## config.mk

```make
export PLATFORM = sky130hd
export DESIGN_NAME = detector_jogada_flat
export DESIGN_NICKNAME = d
export VERILOG_FILES = /design/src/rtl/detector_jogada_pkg.sv /design/src/rtl/detector_jogada_if.sv /design/src/rtl/detector_jogada_debounce_botoes.sv /design/src/rtl/detector_jogada.sv /design/src/flat_wrapper.sv
export SDC_FILE = /design/constraint.sdc
export NUM_CORES = 1
export LEC_CHECK = 0
export ABC_AREA = 0
export CAP_MARGIN = 20
export CORE_MARGIN = 2
export CORE_UTILIZATION = 32
export DETAILED_ROUTE_END_ITERATION = 6
export PLACE_DENSITY = 0.46
export SLEW_MARGIN = 20
export SYNTH_ARGS = -nofsm -noshare
export SYNTH_HDL_FRONTEND = slang
export SYNTH_SLANG_ARGS = --single-unit
export TNS_END_PERCENT = 20
```

## constraint.sdc

```tcl
create_clock -name clock -period 4.05 [get_ports clock]
set_input_delay 0.81 -clock clock [delete_from_list [all_inputs] [get_ports clock]]
set_output_delay 0.81 -clock clock [all_outputs]
set_load 0.02 [all_outputs]
```

## src/rtl/detector_jogada_pkg.sv

```systemverilog
// Shared definitions for the note-button input stage.
// Contents: FSM state encoding, button/note widths, and the helpers that
// turn a debounced button vector into a note index and a multi-press flag.
package detector_jogada_pkg;

   localparam int NUM_BOTOES = 12;
   localparam int NOTA_WIDTH = 4;

   typedef enum logic [1:0] {
      OCIOSO   = 2'd0,
      ESPERA   = 2'd1,
      CONTANDO = 2'd2,
      EMITE    = 2'd3
   } estado_t;

   // Priority encoder: index of the lowest set bit (0 when the vector is empty).
   function automatic logic [NOTA_WIDTH-1:0] menor_indice(input logic [NUM_BOTOES-1:0] vetor);
      logic [NOTA_WIDTH-1:0] idx;
      idx = '0;
      for (int i = NUM_BOTOES - 1; i >= 0; i--) begin
         if (vetor[i]) begin
            idx = NOTA_WIDTH'(i);
         end else begin
            idx = idx;
         end
      end
      return idx;
   endfunction

   // Clearing the lowest set bit leaves something only when two or more were set.
   function automatic logic mais_de_um(input logic [NUM_BOTOES-1:0] vetor);
      return (vetor & (vetor - NUM_BOTOES'(1))) != '0;
   endfunction

endpackage

```

## src/rtl/detector_jogada_if.sv

```systemverilog
// Event bus from the input stage to the game FSM / tempo comparator.
// Signals: jogada_valida (press-complete pulse), nota, duracao, multiplos
// (held until the next event), timeout (pulse), pressionado (level).
// master = producer (detector_jogada), slave = consumer.
interface detector_jogada_if #(
   parameter int DUR_WIDTH = 16
);
   import detector_jogada_pkg::*;

   logic                  jogada_valida;
   logic [NOTA_WIDTH-1:0] nota;
   logic [DUR_WIDTH-1:0]  duracao;
   logic                  multiplos;
   logic                  timeout;
   logic                  pressionado;

   modport master (
      output jogada_valida, nota, duracao, multiplos, timeout, pressionado
   );

   modport slave (
      input  jogada_valida, nota, duracao, multiplos, timeout, pressionado
   );

endinterface

```

## src/rtl/detector_jogada_debounce_botoes.sv

```systemverilog
// Two-flop synchronizer plus whole-vector stability filter.
// Ports: clock, reset (async, active-low), botoes (raw, asynchronous),
// deb (debounced vector). A new value reaches deb after the synchronized
// vector has held it for DEBOUNCE_CYCLES cycles; press and release see the
// same latency, so measured hold times are not skewed.
module debounce_botoes
   import detector_jogada_pkg::*;
#(
   parameter int DEBOUNCE_CYCLES = 50
) (
   input  logic                  clock,
   input  logic                  reset,
   input  logic [NUM_BOTOES-1:0] botoes,
   output logic [NUM_BOTOES-1:0] deb
);

   localparam int CW = (DEBOUNCE_CYCLES > 1) ? $clog2(DEBOUNCE_CYCLES) : 1;

   logic [NUM_BOTOES-1:0] sync1_r;
   logic [NUM_BOTOES-1:0] sync2_r;
   logic [NUM_BOTOES-1:0] cand_r;
   logic [NUM_BOTOES-1:0] deb_r;
   logic [CW-1:0]         cnt_r;

   // Synchronize the raw buttons and accept a candidate only after it is stable.
   always_ff @(posedge clock or negedge reset) begin
      if (!reset) begin
         sync1_r <= '0;
         sync2_r <= '0;
         cand_r  <= '0;
         deb_r   <= '0;
         cnt_r   <= '0;
      end else begin
         sync1_r <= botoes;
         sync2_r <= sync1_r;
         if (sync2_r == deb_r) begin
            // Nothing pending; re-arm so any new value starts a fresh count.
            cand_r <= deb_r;
            cnt_r  <= '0;
         end else if (sync2_r != cand_r) begin
            cand_r <= sync2_r;
            cnt_r  <= '0;
         end else if (cnt_r == CW'(DEBOUNCE_CYCLES - 1)) begin
            deb_r <= sync2_r;
            cnt_r <= '0;
         end else begin
            cnt_r <= cnt_r + CW'(1);
         end
      end
   end

   assign deb = deb_r;

endmodule

```

## src/rtl/detector_jogada.sv

```systemverilog
// Note-button input stage: debounces the 12 buttons, encodes the pressed
// note, measures hold time in cycles and reports press-complete / timeout
// events to the game logic.
// Ports: clock, reset (async, active-low), habilita (player's turn),
// botoes (raw buttons), saida (event bus, master side).
// Optional feature: define DETECTOR_TIMEOUT_EN to build the wait-for-press
// timeout; without it timeout is tied low and ESPERA waits indefinitely.
module detector_jogada
   import detector_jogada_pkg::*;
#(
   parameter int CLOCK_FREQ      = 5000,
   parameter int DEBOUNCE_CYCLES = 50,
   parameter int DUR_WIDTH       = 16,
   parameter int TIMEOUT_CYCLES  = 25000
) (
   input  logic                  clock,
   input  logic                  reset,
   input  logic                  habilita,
   input  logic [NUM_BOTOES-1:0] botoes,
   detector_jogada_if.master     saida
);

   // All timing is in cycles; CLOCK_FREQ only documents the intended rate.
   if (CLOCK_FREQ < 1 || DEBOUNCE_CYCLES < 1 || DUR_WIDTH < 2 || TIMEOUT_CYCLES < 1) begin : g_param_invalid
      $error("detector_jogada: invalid parameter value");
   end

   logic [NUM_BOTOES-1:0] deb_s;
   logic [NUM_BOTOES-1:0] deb_ant_r;
   estado_t               estado_r;
   logic                  hab_r;
   logic [DUR_WIDTH-1:0]  dur_cnt_r;
   logic [NOTA_WIDTH-1:0] nota_lat_r;
   logic                  mult_lat_r;
   logic                  jogada_valida_r;
   logic [NOTA_WIDTH-1:0] nota_r;
   logic [DUR_WIDTH-1:0]  duracao_r;
   logic                  multiplos_r;
   logic                  pressionado_r;
`ifdef DETECTOR_TIMEOUT_EN
   localparam int TW = $clog2(TIMEOUT_CYCLES + 1);
   logic [TW-1:0]         tmo_cnt_r;
   logic                  timeout_r;
`endif

   debounce_botoes #(
      .DEBOUNCE_CYCLES(DEBOUNCE_CYCLES)
   ) u_debounce (
      .clock (clock),
      .reset (reset),
      .botoes(botoes),
      .deb   (deb_s)
   );

   // Press FSM. Note/multi flags are latched privately and copied to the
   // outputs only in EMITE, so an aborted press leaves the outputs untouched.
   always_ff @(posedge clock or negedge reset) begin
      if (!reset) begin
         estado_r        <= OCIOSO;
         hab_r           <= 1'b0;
         deb_ant_r       <= '0;
         dur_cnt_r       <= '0;
         nota_lat_r      <= '0;
         mult_lat_r      <= 1'b0;
         jogada_valida_r <= 1'b0;
         nota_r          <= '0;
         duracao_r       <= '0;
         multiplos_r     <= 1'b0;
         pressionado_r   <= 1'b0;
`ifdef DETECTOR_TIMEOUT_EN
         tmo_cnt_r       <= '0;
         timeout_r       <= 1'b0;
`endif
      end else begin
         hab_r           <= habilita;
         deb_ant_r       <= deb_s;
         jogada_valida_r <= 1'b0;
`ifdef DETECTOR_TIMEOUT_EN
         timeout_r       <= 1'b0;
`endif
         case (estado_r)
            OCIOSO: begin
               if (habilita && !hab_r) begin
                  estado_r <= ESPERA;
`ifdef DETECTOR_TIMEOUT_EN
                  tmo_cnt_r <= '0;
`endif
               end else begin
                  estado_r <= OCIOSO;
               end
            end
            ESPERA: begin
               // Abort beats press, and press beats a timeout in the same cycle.
               if (!habilita) begin
                  estado_r <= OCIOSO;
               end else if (deb_s != '0) begin
                  dur_cnt_r     <= DUR_WIDTH'(1);
                  nota_lat_r    <= menor_indice(deb_s);
                  mult_lat_r    <= mais_de_um(deb_s);
                  pressionado_r <= 1'b1;
                  estado_r      <= CONTANDO;
`ifdef DETECTOR_TIMEOUT_EN
               end else if (tmo_cnt_r == TW'(TIMEOUT_CYCLES - 1)) begin
                  timeout_r <= 1'b1;
                  estado_r  <= OCIOSO;
               end else begin
                  tmo_cnt_r <= tmo_cnt_r + TW'(1);
               end
`else
               end else begin
                  estado_r <= ESPERA;
               end
`endif
            end
            CONTANDO: begin
               if (!habilita) begin
                  pressionado_r <= 1'b0;
                  estado_r      <= OCIOSO;
               end else if (deb_s == '0) begin
                  pressionado_r <= 1'b0;
                  estado_r      <= EMITE;
               end else begin
                  if (dur_cnt_r != '1) begin
                     dur_cnt_r <= dur_cnt_r + DUR_WIDTH'(1);
                  end else begin
                     dur_cnt_r <= dur_cnt_r;
                  end
                  if (deb_s != deb_ant_r) begin
                     mult_lat_r <= 1'b1;
                  end else begin
                     mult_lat_r <= mult_lat_r;
                  end
               end
            end
            EMITE: begin
               jogada_valida_r <= 1'b1;
               nota_r          <= nota_lat_r;
               duracao_r       <= dur_cnt_r;
               multiplos_r     <= mult_lat_r;
               if (habilita) begin
                  estado_r <= ESPERA;
`ifdef DETECTOR_TIMEOUT_EN
                  tmo_cnt_r <= '0;
`endif
               end else begin
                  estado_r <= OCIOSO;
               end
            end
            default: begin
               estado_r <= OCIOSO;
            end
         endcase
      end
   end

   assign saida.jogada_valida = jogada_valida_r;
   assign saida.nota          = nota_r;
   assign saida.duracao       = duracao_r;
   assign saida.multiplos     = multiplos_r;
   assign saida.pressionado   = pressionado_r;
`ifdef DETECTOR_TIMEOUT_EN
   assign saida.timeout       = timeout_r;
`else
   assign saida.timeout       = 1'b0;
`endif

endmodule

```

## src/flat_wrapper.sv

```systemverilog
// flat-port wrapper written by rule: the top's interface ports become plain ports
module detector_jogada_flat import detector_jogada_pkg::*;
#(
   parameter int CLOCK_FREQ      = 5000,
   parameter int DEBOUNCE_CYCLES = 50,
   parameter int DUR_WIDTH       = 16,
   parameter int TIMEOUT_CYCLES  = 25000
)
  (clock, reset, habilita, botoes, saida_jogada_valida, saida_nota, saida_duracao, saida_multiplos, saida_timeout, saida_pressionado);
  detector_jogada_if #(.DUR_WIDTH(DUR_WIDTH)) saida_i ();
  input  logic clock;
  input  logic reset;
  input  logic habilita;
  input  logic [NUM_BOTOES-1:0] botoes;
  output wire logic [$bits(saida_i.jogada_valida)-1:0] saida_jogada_valida;
  output wire logic [$bits(saida_i.nota)-1:0] saida_nota;
  output wire logic [$bits(saida_i.duracao)-1:0] saida_duracao;
  output wire logic [$bits(saida_i.multiplos)-1:0] saida_multiplos;
  output wire logic [$bits(saida_i.timeout)-1:0] saida_timeout;
  output wire logic [$bits(saida_i.pressionado)-1:0] saida_pressionado;
  assign saida_jogada_valida = saida_i.jogada_valida;
  assign saida_nota = saida_i.nota;
  assign saida_duracao = saida_i.duracao;
  assign saida_multiplos = saida_i.multiplos;
  assign saida_timeout = saida_i.timeout;
  assign saida_pressionado = saida_i.pressionado;
  detector_jogada #(.CLOCK_FREQ(CLOCK_FREQ), .DEBOUNCE_CYCLES(DEBOUNCE_CYCLES), .DUR_WIDTH(DUR_WIDTH), .TIMEOUT_CYCLES(TIMEOUT_CYCLES)) u_core (.clock(clock), .reset(reset), .habilita(habilita), .botoes(botoes), .saida(saida_i));
endmodule
```

# Word-level counts from Yosys, hierarchy flattened
# Cells that the tools add are included.
dict set report op_classes {
  addsub 3
  n_eq_ne 15
  mux 42
  n_bitwise 3
  n_reduce_logical 13
}
# cell n
set ops {}
lappend ops {{16-bit 2-to-1 mux} 5}
lappend ops {{4-bit 2-to-1 mux} 12}
lappend ops {{16-bit one-hot mux with 2 select lines} 1}
lappend ops {{12-bit 2-to-1 mux} 2}
lappend ops {{12-bit inequality test} 2}
lappend ops {{12-bit nonzero test} 2}
lappend ops {{6-bit 2-to-1 mux} 3}
lappend ops {{16-bit by 1-bit adder with 16-bit output (second input constant)} 1}
lappend ops {{16-bit inequality test (second input constant)} 1}
lappend ops {{12-bit AND} 1}
lappend ops {{12-bit == test} 1}
lappend ops {{12-bit zero test} 1}
lappend ops {{1-bit 2-to-1 mux} 12}
lappend ops {{6-bit AND reduction} 2}
lappend ops {{12-bit by 1-bit subtractor with 12-bit output (second input constant)} 1}
lappend ops {{2-bit 2-to-1 mux} 4}
lappend ops {{2-bit one-hot mux with 4 select lines} 1}
lappend ops {{6-bit by 1-bit adder with 6-bit output (second input constant)} 1}
lappend ops {{6-bit == test (second input constant)} 1}
lappend ops {{2-bit by 1-bit inequality test with 1-bit output (second input constant)} 3}
lappend ops {{2-bit inequality test (second input constant)} 3}
lappend ops {{3-bit AND reduction} 2}
lappend ops {{2-bit == test (second input constant)} 2}
lappend ops {{1-bit one-hot mux with 2 select lines} 2}
lappend ops {{other kinds (8)} 10}
dict set report word_totals {
  register_bits 113
  inputBits 15
  out_inout_bits 24
  wordCells 92
}

# Logic depth before layout (Yosys ltp)
dict set report depth {
  ltp_word 12
  ltp_mapped 8
  mapped_depth_nobuf 6
}

# Hierarchy
# From an unflattened synthesis, not the netlist that was laid out.
dict set report unflattened {
  hier_cells 373
  hier_area_um2 4713.3
}
# module instances cells_each area_each_um2 seq_area_each_um2
set modules_own_cells {}
lappend modules_own_cells {detector_jogada 1 241 2711.4 1476.4}
lappend modules_own_cells {debounce_botoes 1 132 2001.9 1351.3}

# Worst setup path after synthesis
# No wires, ideal clock.
dict set report synth_path {
  path_type {register to register}
  from {register u_core.u_debounce.deb_r[1] (netlist: u_core.u_debounce.deb[1])}
  to {register u_core.nota_lat_r[2]}
  setup_ns 0.125
  arrival_time_ns 2.180
  t_required_ns 3.925
  path_slack_ns 1.745
  stages_incl_launch_ff 8
  n_path_buf 3
  synth_period_minus_slack_ns 2.305
  path_cell_list {dfrtp_1 > buf_4 > or4_4 > buf_6 > o41a_1 > and2_1 > buf_6 > mux2_4}
}
dict set report synth_between {
  elab_chain_len 2
  word_cells_on_any_way 4
  classes_between {mux (2); reduce/logical (2)}
}
# element line
set synth_lines {}
lappend synth_lines {{start: declaration} detector_jogada_debounce_botoes.sv:22} ;# logic [NUM_BOTOES-1:0] deb_r;
lappend synth_lines {{start signal: assignment} detector_jogada_debounce_botoes.sv:44} ;# deb_r <= sync2_r;
lappend synth_lines {{12-bit nonzero test or 4-bit 2-to-1 mux (tied branches)} {detector_jogada.sv:96, detector_jogada_pkg.sv:21}}
lappend synth_lines {{3-bit AND reduction (no source line) or 4-bit 2-to-1 mux (tied branches)} --}
lappend synth_lines {{end signal: assignment} detector_jogada.sv:98} ;# nota_lat_r <= menor_indice(deb_s);
lappend synth_lines {{end: declaration} detector_jogada.sv:33} ;# logic [NOTA_WIDTH-1:0] nota_lat_r;
# Parallel ways exist; a longest one is shown, timed or not.
# A chain may end at the register's enable or synchronous reset.

# Worst setup path after layout
# Same ends and word-level chain as after synthesis.

==> flow_summary.yaml <==
power:
  pwr-share-clk_pct: 54.5
  p_sw_uw: 597.2
  power_density_nw_per_um2: 464.1
  swShare_pct: 22.08
  seq_power_share_pct: 43.1
  ir_worst_vdd_mv: 0.3069
  p_leak_nw: 2.590
  comb_power_share_pct: 2.5
  p_int_mw: 2.107
placed_design:
  placedCellCount: 587
  port_buffers: 37
  gp_congestion: 0.7738
  post_dp_cell_area_um2: 5231
  hpwl_mm: 6.145
worst_setup_path:
  arrival_ns: 2.89
  ff2ff_setup_slack_ns: 1.45
  crit_path_end_kind: "flop"
  path_class: "flop to flop"
  critPathLaunchType: "flop"
  critPathMaxFanout: 15
  required_ns: 4.34
finish:
  final_common_cell: "dfrtp_1"
  drive_gt1_share_pct: 17.93
  antenna_cells: 0
  finalNetCount: 440
  syn2layout_area_growth_pct: 21.97
  fillCellCount: 1382
  final_cell_mix: "dfrtp_1 (113), clkdlybuf4s50_1 (36), mux2_2 (32)"
  final_cells: 619
  final_area_um2: 5827
timing:
  period_needed_ns: 2.600
  slew_viol_final: 0
  worst_pin_slew_ns: 0.9463
  finalSetupViolCount: 0
  rsz0062_at_grt: "no"
  fin_setup_tns_ns: 0
  period_share_pct: 64.19
  max_freq_ghz: 0.3847
  hold_viol: 0
  relSlewSlack_pct: 36.76
  skew_ns: 0.006229
yosys:
  yosysTopAreaCellShare_pct: 59.19
  yosys_warnings: 0
  synth_flop_cell: "dfrtp_1"
  yosysSeqAreaShare_pct: 59.19
  synth_seq_cells: 113
  synth_edf_count: 0
  synthesis.nets: 416
  synthArstFlopShare_pct: 100.0
  post_synth_num_cell_types: 43
  postSynthAreaPerCell_um2: 12.00
  syn_inst: 398
  synth_top_cells_by_area: "dfrtp_1 (59%), mux2_2 (7.5%), xor2_1 (4.8%)"
  syn_area_um2: 4777
  yosysTopAreaCell: "dfrtp_1"
route:
  finalWirelength_mm: 9.058
  ant_nets: 0
  vias: 2992
  first_iter_violations: 163
  viasPerCell: 4.834
  first_pass_iters: 4
  drc_errors: 0
  wl_per_cell_um: 14.63
hold_path:
  min_path_type: "flop to flop"
clock_network:
  cts_buffers: 17
  cts_resized: 0
  clock_path_buffers: 2
  cts_tree: "built"
  ctsHoldBuffers: 0
  cts_sinks: 113
  cts_setup_buffers: 0
  root_buffer: "clkbuf_16"
  cts.reportedPaths.clkPinSlew_ns: 0.06
  clkLatencyLatePin_ns: 0.41
  htree_num_levels: 4
flow_run:
  max_cap_viol_count: 0
die:
  io_pins: 39
  initial_utilization_pct: 32.87
  num_rows: 44
  die_x_um: 126.2
  die_h_um: 126.2
  die_area_um2: 15920
  core_area_um2: 14530
run_status:
  outcome: "finished clean"
global_routing:
  grt_max_degree: 66
  grt_use_total_pct: 12.68
  globalRouteOverflowTotal: 0
  first_global_vias: 3063
  grt_first_pass_wirelength_mm: 15.69
  antenna_found_initial: 0
[layout make-up]
| cell class | instances | area [um^2] | share of cell area (%) |
|---|---|---|---|
| Clock buffer | 18 | 439.2 | 7.537 |
| Inverter | 8 | 30.03 | 0.5154 |
| Tap cell | 184 | 230.2 | 3.951 |
| Sequential cell | 113 | 2828 | 48.53 |
| Multi-Input combinational cell | 243 | 1748 | 30.00 |
| Timing Repair Buffer | 39 | 395.4 | 6.785 |
| Clock inverter | 14 | 156.4 | 2.684 |
[sequential cells by signal, summed over array words and instances (netlist names)]
signal	flops
u_core.u_debounce.cand_r	12
u_core.dur_cnt_r	16
u_core.hab_r	1
u_core.deb_ant_r	12
u_core.saida.nota	4
u_core.saida.duracao	16
u_core.mult_lat_r	1
u_core.estado_r	2
u_core.nota_lat_r	4
u_core.saida.jogada_valida	1
u_core.u_debounce.cnt_r	6
u_core.saida.multiplos	1
u_core.u_debounce.sync1_r	12
u_core.saida.pressionado	1
u_core.u_debounce.sync2_r	12
u_core.u_debounce.deb	12
[per-stage QoR]
step | hold slack, ns | power [mW] | setup WS (ns) | utilization [%]
2_1_floorplan | 0.3312 | 1.209 | 1.745 | -
3_3_place_gp | 0.3324 | 1.254 | 1.233 | 35.99
3_5_place_dp | 0.3347 | 1.255 | 1.213 | 35.99
4_1_cts | 0.3468 | 2.753 | 1.421 | 40.09
5_1_grt | 0.3471 | 2.811 | 1.334 | 40.09
6_report | 0.3452 | 2.704 | 1.450 | 40.09
[Yosys cell counts, types with 7 or more instances]
cell type	n
xnor2_1	14
clkbuf_1	23
nor3_1	8
inv_1	8
nand2_1	18
nand4_1	11
nor2_1	17
a21oi_2	7
a21oi_1	14
dfrtp_1	113
o21ai_0	18
xor2_1	26
mux2_2	32
or3_1	12
nand3_1	10
or4_1	9
nor4_1	8
[cell families after synthesis]
kind of cell | after synthesis | share of synthesized area (%)
AND/OR/NAND/NOR | 107 | 12.42
buffers and inverters | 42 | 4.217
other | 1 | 0.07850
XOR/XNOR | 40 | 7.334
multiplexers | 36 | 8.486
adder cells (fa/ha/maj) | 4 | 0.9954
flip-flops | 113 | 59.19
AO/OA/AOI/OAI | 55 | 7.282
[worst max-delay path, cell delays in order (launching register included)]
cell and delay (ns):
dfrtp_1 0.50, or4_4 0.62, o41a_1 0.52, and2_1 0.44
mux2_4 0.39
[routing by layer]
metal  share of wire (%)  up-vias  track usage (%)  wire [um]
met2                  48       56            19.45       4305
met1                  47     1468            16.35       4227
li1                    -     1456                -          -
met5                   0        -                0          0
met4                 1.9        0            4.783        168
met3                 3.9       12            4.800        355
[power by group through the flow]
stage	registers (mW)	logic (mW)	clock network (mW)
6_report	1.16	0.0674	1.47
5_1_grt	1.17	0.0777	1.57
4_1_cts	1.16	0.0708	1.52
3_5_place_dp	1.18	0.0705	0
3_3_place_gp	1.18	0.0698	0
2_1_floorplan	1.18	0.0271	0
[path summary, 6_finish.rpt]
check	endpoint	start	cells past startpoint
worst max-delay path	u_core.nota_lat_r[2]	u_core.u_debounce.deb[1]	4
worst min-delay path	u_core.u_debounce.sync2_r[5]	u_core.u_debounce.sync1_r[5]	0
worst max register to register	u_core.nota_lat_r[2]	u_core.u_debounce.deb[1]	4
worst min register to register	u_core.u_debounce.sync2_r[5]	u_core.u_debounce.sync1_r[5]	0
max in group asynchronous	u_core.u_debounce.deb[4]	reset	2
min in group asynchronous	u_core.saida.duracao[10]	reset	1
Power figures use the tool's default switching activity.
==> patch 1, RTL diff (same settings) <==
Reset style: synchronous (`reset`), changed in 2 clocked blocks. Comments in the files are not updated.
--- a/src/rtl/detector_jogada_debounce_botoes.sv
+++ b/src/rtl/detector_jogada_debounce_botoes.sv
@@ -23,7 +23,7 @@
    logic [CW-1:0]         cnt_r;
 
    // Synchronize the raw buttons and accept a candidate only after it is stable.
-   always_ff @(posedge clock or negedge reset) begin
+   always_ff @(posedge clock) begin
       if (!reset) begin
          sync1_r <= '0;
          sync2_r <= '0;
--- a/src/rtl/detector_jogada.sv
+++ b/src/rtl/detector_jogada.sv
@@ -54,7 +54,7 @@
 
    // Press FSM. Note/multi flags are latched privately and copied to the
    // outputs only in EMITE, so an aborted press leaves the outputs untouched.
-   always_ff @(posedge clock or negedge reset) begin
+   always_ff @(posedge clock) begin
       if (!reset) begin
          estado_r        <= OCIOSO;
          hab_r           <= 1'b0;
Behaviour: same outputs for any inputs over 4 cycles, from zero or initial values and one cycle with reset low; that may be too few to reach the edited logic, so the function may still have changed.
==> patch 1 against the original RTL <==
  * Fmax up 7.6%
  * Clock skew up 0.0037 ns
  * Non-clock buffer count up 1
  * Via count up 15%
  * Final area down 2.1%
  * Area after synthesis down 2.9%
  * Wire length up 9.9%
  * Worst setup slack better by 0.18 ns
  * Sequential cell count unchanged
  * Power up 0.26%
  * First-iteration DRC count down 17%
  * Hold slack better by 0.079 ns
==> patch 1: results <==
metrics = {
    "power_and_ir_drop": {
        "p_leak_nw": 2.162,
        "pg_clk_w": 0.00150,
        "p_seq_share_pct": 42.0,
        "p_per_area_nw_per_um2": 475.5,
        "p_switching_w": 0.0005649,
        "vdd_drop_max_mv": 0.2399,
    },
    "final_layout": {
        "fillers": 1400,
        "fin_nets": 536,
        "drive_above_1_share_pct": 10.55,
        "multi_input_area_um2": 2202,
        "final_cells": 711,
    },
    "run_status": {
        "run_status": "finished clean",
    },
    "sta": {
        "fmax_ghz": 0.4139,
        "clock_skew_ns": 0.009968,
        "whs_ns": 0.4247,
        "max_slew.worst_pin.slew_ns": 0.7389,
    },
    "worst_setup_path": {
        "startpoint": "habilita",
        "r2r-start": "u_core.u_debounce.deb[4]",
        "cp.arrival_ns": 2.75,
        "reg2regPathDepth": 6,
        "worstReg2RegEnd": "u_core.dur_cnt_r[4]",
        "slowest_delay_ns": 0.51,
    },
    "worst_hold_path": {
        "hold_depth": 1,
        "hold_end": "u_core.u_debounce.sync2_r[0]",
    },
    "drt": {
        "drt-total-wl_mm": 9.957,
        "drt-initial-drc-count": 135,
    },
    "synth": {
        "syn_nets": 510,
        "synth_cell_type_count": 51,
        "synth_area_leaders": "dfxtp_1 (49%), and2_1 (6.7%), nand2_1 (4.9%)",
        "syn_area_per_cell_um2": 9.427,
        "synthFlopType": "dfxtp_1",
    },
    "global_route": {
        "grt_start_max_net_pins": 50,
        "met2_usage_pct": 20.51,
        "grt_util_met1_pct": 18.20,
        "grt_use_met3_pct": 3.651,
        "antenna_found_initial": 0,
        "gr-usage-all-layers_pct": 13.75,
    },
    "place": {
        "dpl_cell_area_um2": 5096,
        "placed_cells": 679,
        "dp_hpwl_mm": 6.810,
        "dp_slack_ns": 1.202,
    },
}
## patch 1: final cells by class
class	instances	share of cell area, %
clock buffer	19	7.768
clock inverter	13	2.853
inverter	5	0.3292
multi-input combinational	341	38.62
sequential	113	39.68
tap	180	3.950
timing repair buffer	40	6.803
## patch 1: metal layers
layer | vias up | routed length, um
met1 | 1636 | 5151
met2 | 51 | 4288
li1 | 1731 | -
met4 | 0 | 225
met3 | 20 | 291
met5 | - | 0
## patch 1: kinds of logic after synthesis
group,after synthesis,share of synthesized area [%]
fa+ha+maj,4,1.025
buf+inv,38,3.750
compound gates,66,10.30
mux,14,3.345
xor+xnor,48,9.064
flops,113,48.77
other cells,1,0.08085
simple gates,208,23.66
## patch 1: worst max-delay path, delay by kind of cell
kind / cells / cell delay (ns)
buffers and inverters: 3 / 0.83
AO/OA/AOI/OAI: 3 / 0.61
AND/OR/NAND/NOR: 1 / 0.50
==> patch 2, RTL diff (config.mk and constraints unchanged) <==
Made on the original files. The package constant `NOTA_WIDTH` goes from 4 to 6.
--- a/src/rtl/detector_jogada_pkg.sv
+++ b/src/rtl/detector_jogada_pkg.sv
@@ -4,7 +4,7 @@
 package detector_jogada_pkg;
 
    localparam int NUM_BOTOES = 12;
-   localparam int NOTA_WIDTH = 4;
+   localparam int NOTA_WIDTH = 6;
 
    typedef enum logic [1:0] {
       OCIOSO   = 2'd0,
Interface: changed (resized saida_nota); port bits go from 39 to 41. The function was not compared with the original's and may differ.
==> patch 2 against the original RTL <==
  * Fmax increased by 4.9%
  * Critical path depth increased by 2
  * Final area decreased by 0.47%
  * Die area decreased by 1.0%
  * Area after synthesis decreased by 1.0%
  * Non-clock buffer count increased by 1
  * Synthesized cell count decreased by 3.5%
  * Worst setup slack improved by 0.12 ns
  * Cell count decreased by 1.6%
  * Power decreased by 0.94%
  * Sequential cell count unchanged
  * Wire length decreased by 2.2%
  * Critical path type is now input pin to flop
  * Largest power group unchanged
==> patch 2: results <==
metrics = {
    "clock_tree": {
        "numCtsBuffers": 17,
        "cts_resized": 0,
        "cts-htree-levels": 4,
        "clock_latency_ns": 0.41,
        "root_buffer": "clkbuf_16",
        "cts_setup_buffers": 0,
        "path_clk_slew_ns": 0.05,
        "clock_path_buffers": 2,
    },
    "sta": {
        "clock_skew_ns": 0.01062,
        "max_slew.worst_pin.slew_ns": 0.6816,
    },
    "worst_setup_path": {
        "cpMaxStageDelayCell": "clkdlybuf4s50_1",
        "cp.arrival_ns": 2.80,
        "cp_top_family": "compound AO/OA/AOI/OAI gates",
        "critical_path.max_fanout": 12,
        "slowest_delay_ns": 0.52,
    },
    "synth": {
        "synth_warnings": 0,
        "seq_area_frac_synth_pct": 59.82,
        "synth_area_leaders": "dfrtp_1 (60%), mux2_2 (6.2%), xor2_1 (4.6%)",
        "synthTopCellsByCount": "dfrtp_1 (113), mux2_2 (26), xor2_1 (25)",
        "synth_cell_type_count": 49,
        "async_flop_share_pct": 100.0,
    },
    "place": {
        "gp_routability_congestion": 0.7844,
        "dp_hpwl_mm": 5.755,
        "portBuffers": 37,
    },
    "global_route": {
        "grt_start_max_net_pins": 73,
        "grt_util_met1_pct": 15.79,
        "antenna_found_initial": 0,
        "grt_use_met3_pct": 4.151,
        "grt_pass1_vias": 2903,
        "met2_usage_pct": 19.94,
        "grt_pass1_wl_mm": 15.32,
        "gr-usage-all-layers_pct": 12.41,
    },
    "drt": {
        "remaining_drc_errors": 0,
        "vias_per_cell": 4.788,
        "drt_first_pass_iters": 4,
        "routedWlPerCell_um": 14.55,
        "drt-initial-drc-count": 171,
    },
    "power_and_ir_drop": {
        "vdd_drop_max_mv": 0.2587,
        "p_leak_nw": 2.623,
    },
    "final_layout": {
        "fillers": 1375,
        "fin_nets": 430,
        "diodes": 0,
        "drive_above_1_share_pct": 16.00,
    },
    "worst_hold_path": {
        "hp-class": "input pin to asynchronous set/reset pin",
    },
    "run_status": {
        "run_status": "finished clean",
    },
    "floorplanning": {
        "die-area_um2": 15760,
    },
}
patch 2: path summary, 6_finish.rpt:
check | startpoint | to | slack [ns] | cells after the start
worst max-delay path | habilita | u_core.dur_cnt_r[6] | 1.57 | 6
worst min-delay path | reset | u_core.saida.nota[3] | 0.35 | 1
worst max register to register | u_core.dur_cnt_r[0] | u_core.dur_cnt_r[0] | 1.66 | 5
worst min register to register | u_core.u_debounce.sync1_r[5] | u_core.u_debounce.sync2_r[5] | 0.35 | 0
max in group asynchronous | reset | u_core.u_debounce.sync1_r[0] | 3.13 | 2
min in group clock | u_core.u_debounce.sync1_r[5] | u_core.u_debounce.sync2_r[5] | 0.35 | 0
patch 2: cell type report:
| cell class | count | area (um^2) | share of cell area, % |
|---|---|---|---|
| Inverter | 7 | 26.28 | 0.4531 |
| Timing Repair Buffer | 40 | 430.4 | 7.422 |
| Sequential cell | 113 | 2828 | 48.76 |
| Tap cell | 184 | 230.2 | 3.970 |
| Clock inverter | 13 | 138.9 | 2.395 |
| Multi-Input combinational cell | 233 | 1703 | 29.36 |
| Clock buffer | 19 | 442.9 | 7.638 |
patch 2: kinds of logic after synthesis:
family          after synthesis  synth area share [%]
xor+xnor                     44                 8.152
simple gates                 98                 11.28
fa+ha+maj                     4                 1.006
flops                       113                 59.82
buf+inv                      40                 4.315
other cells                   1               0.07933
compound gates               50                 7.279
mux                          34                 8.073
patch 2: per-stage QoR:
stage | cell area, um^2 | cells | power (W) | worst slack [ns]
CTS | 5757 | 607 | 0.002715 | 1.575
global placement | 5175 | 575 | 0.001250 | 1.235
finish | 5799 | 609 | 0.002679 | 1.571
detailed placement | 5175 | 575 | 0.001251 | 1.133
global route | 5799 | 609 | 0.002780 | 1.379
floorplan | 4735 | 386 | 0.001209 | 1.976
patch 2: power breakdown:
part           switching (W)  internal (W)
combinational      0.0000390     0.0000293
sequential         0.0000137       0.00115
clock               0.000529      0.000919
total               0.000581       0.00210
patch 2: per-layer routing:
layer	wire, um	vias to the layer above
li1	-	1398
met3	300	9
met1	4132	1449
met2	4333	60
met4	93	0
met5	0	-
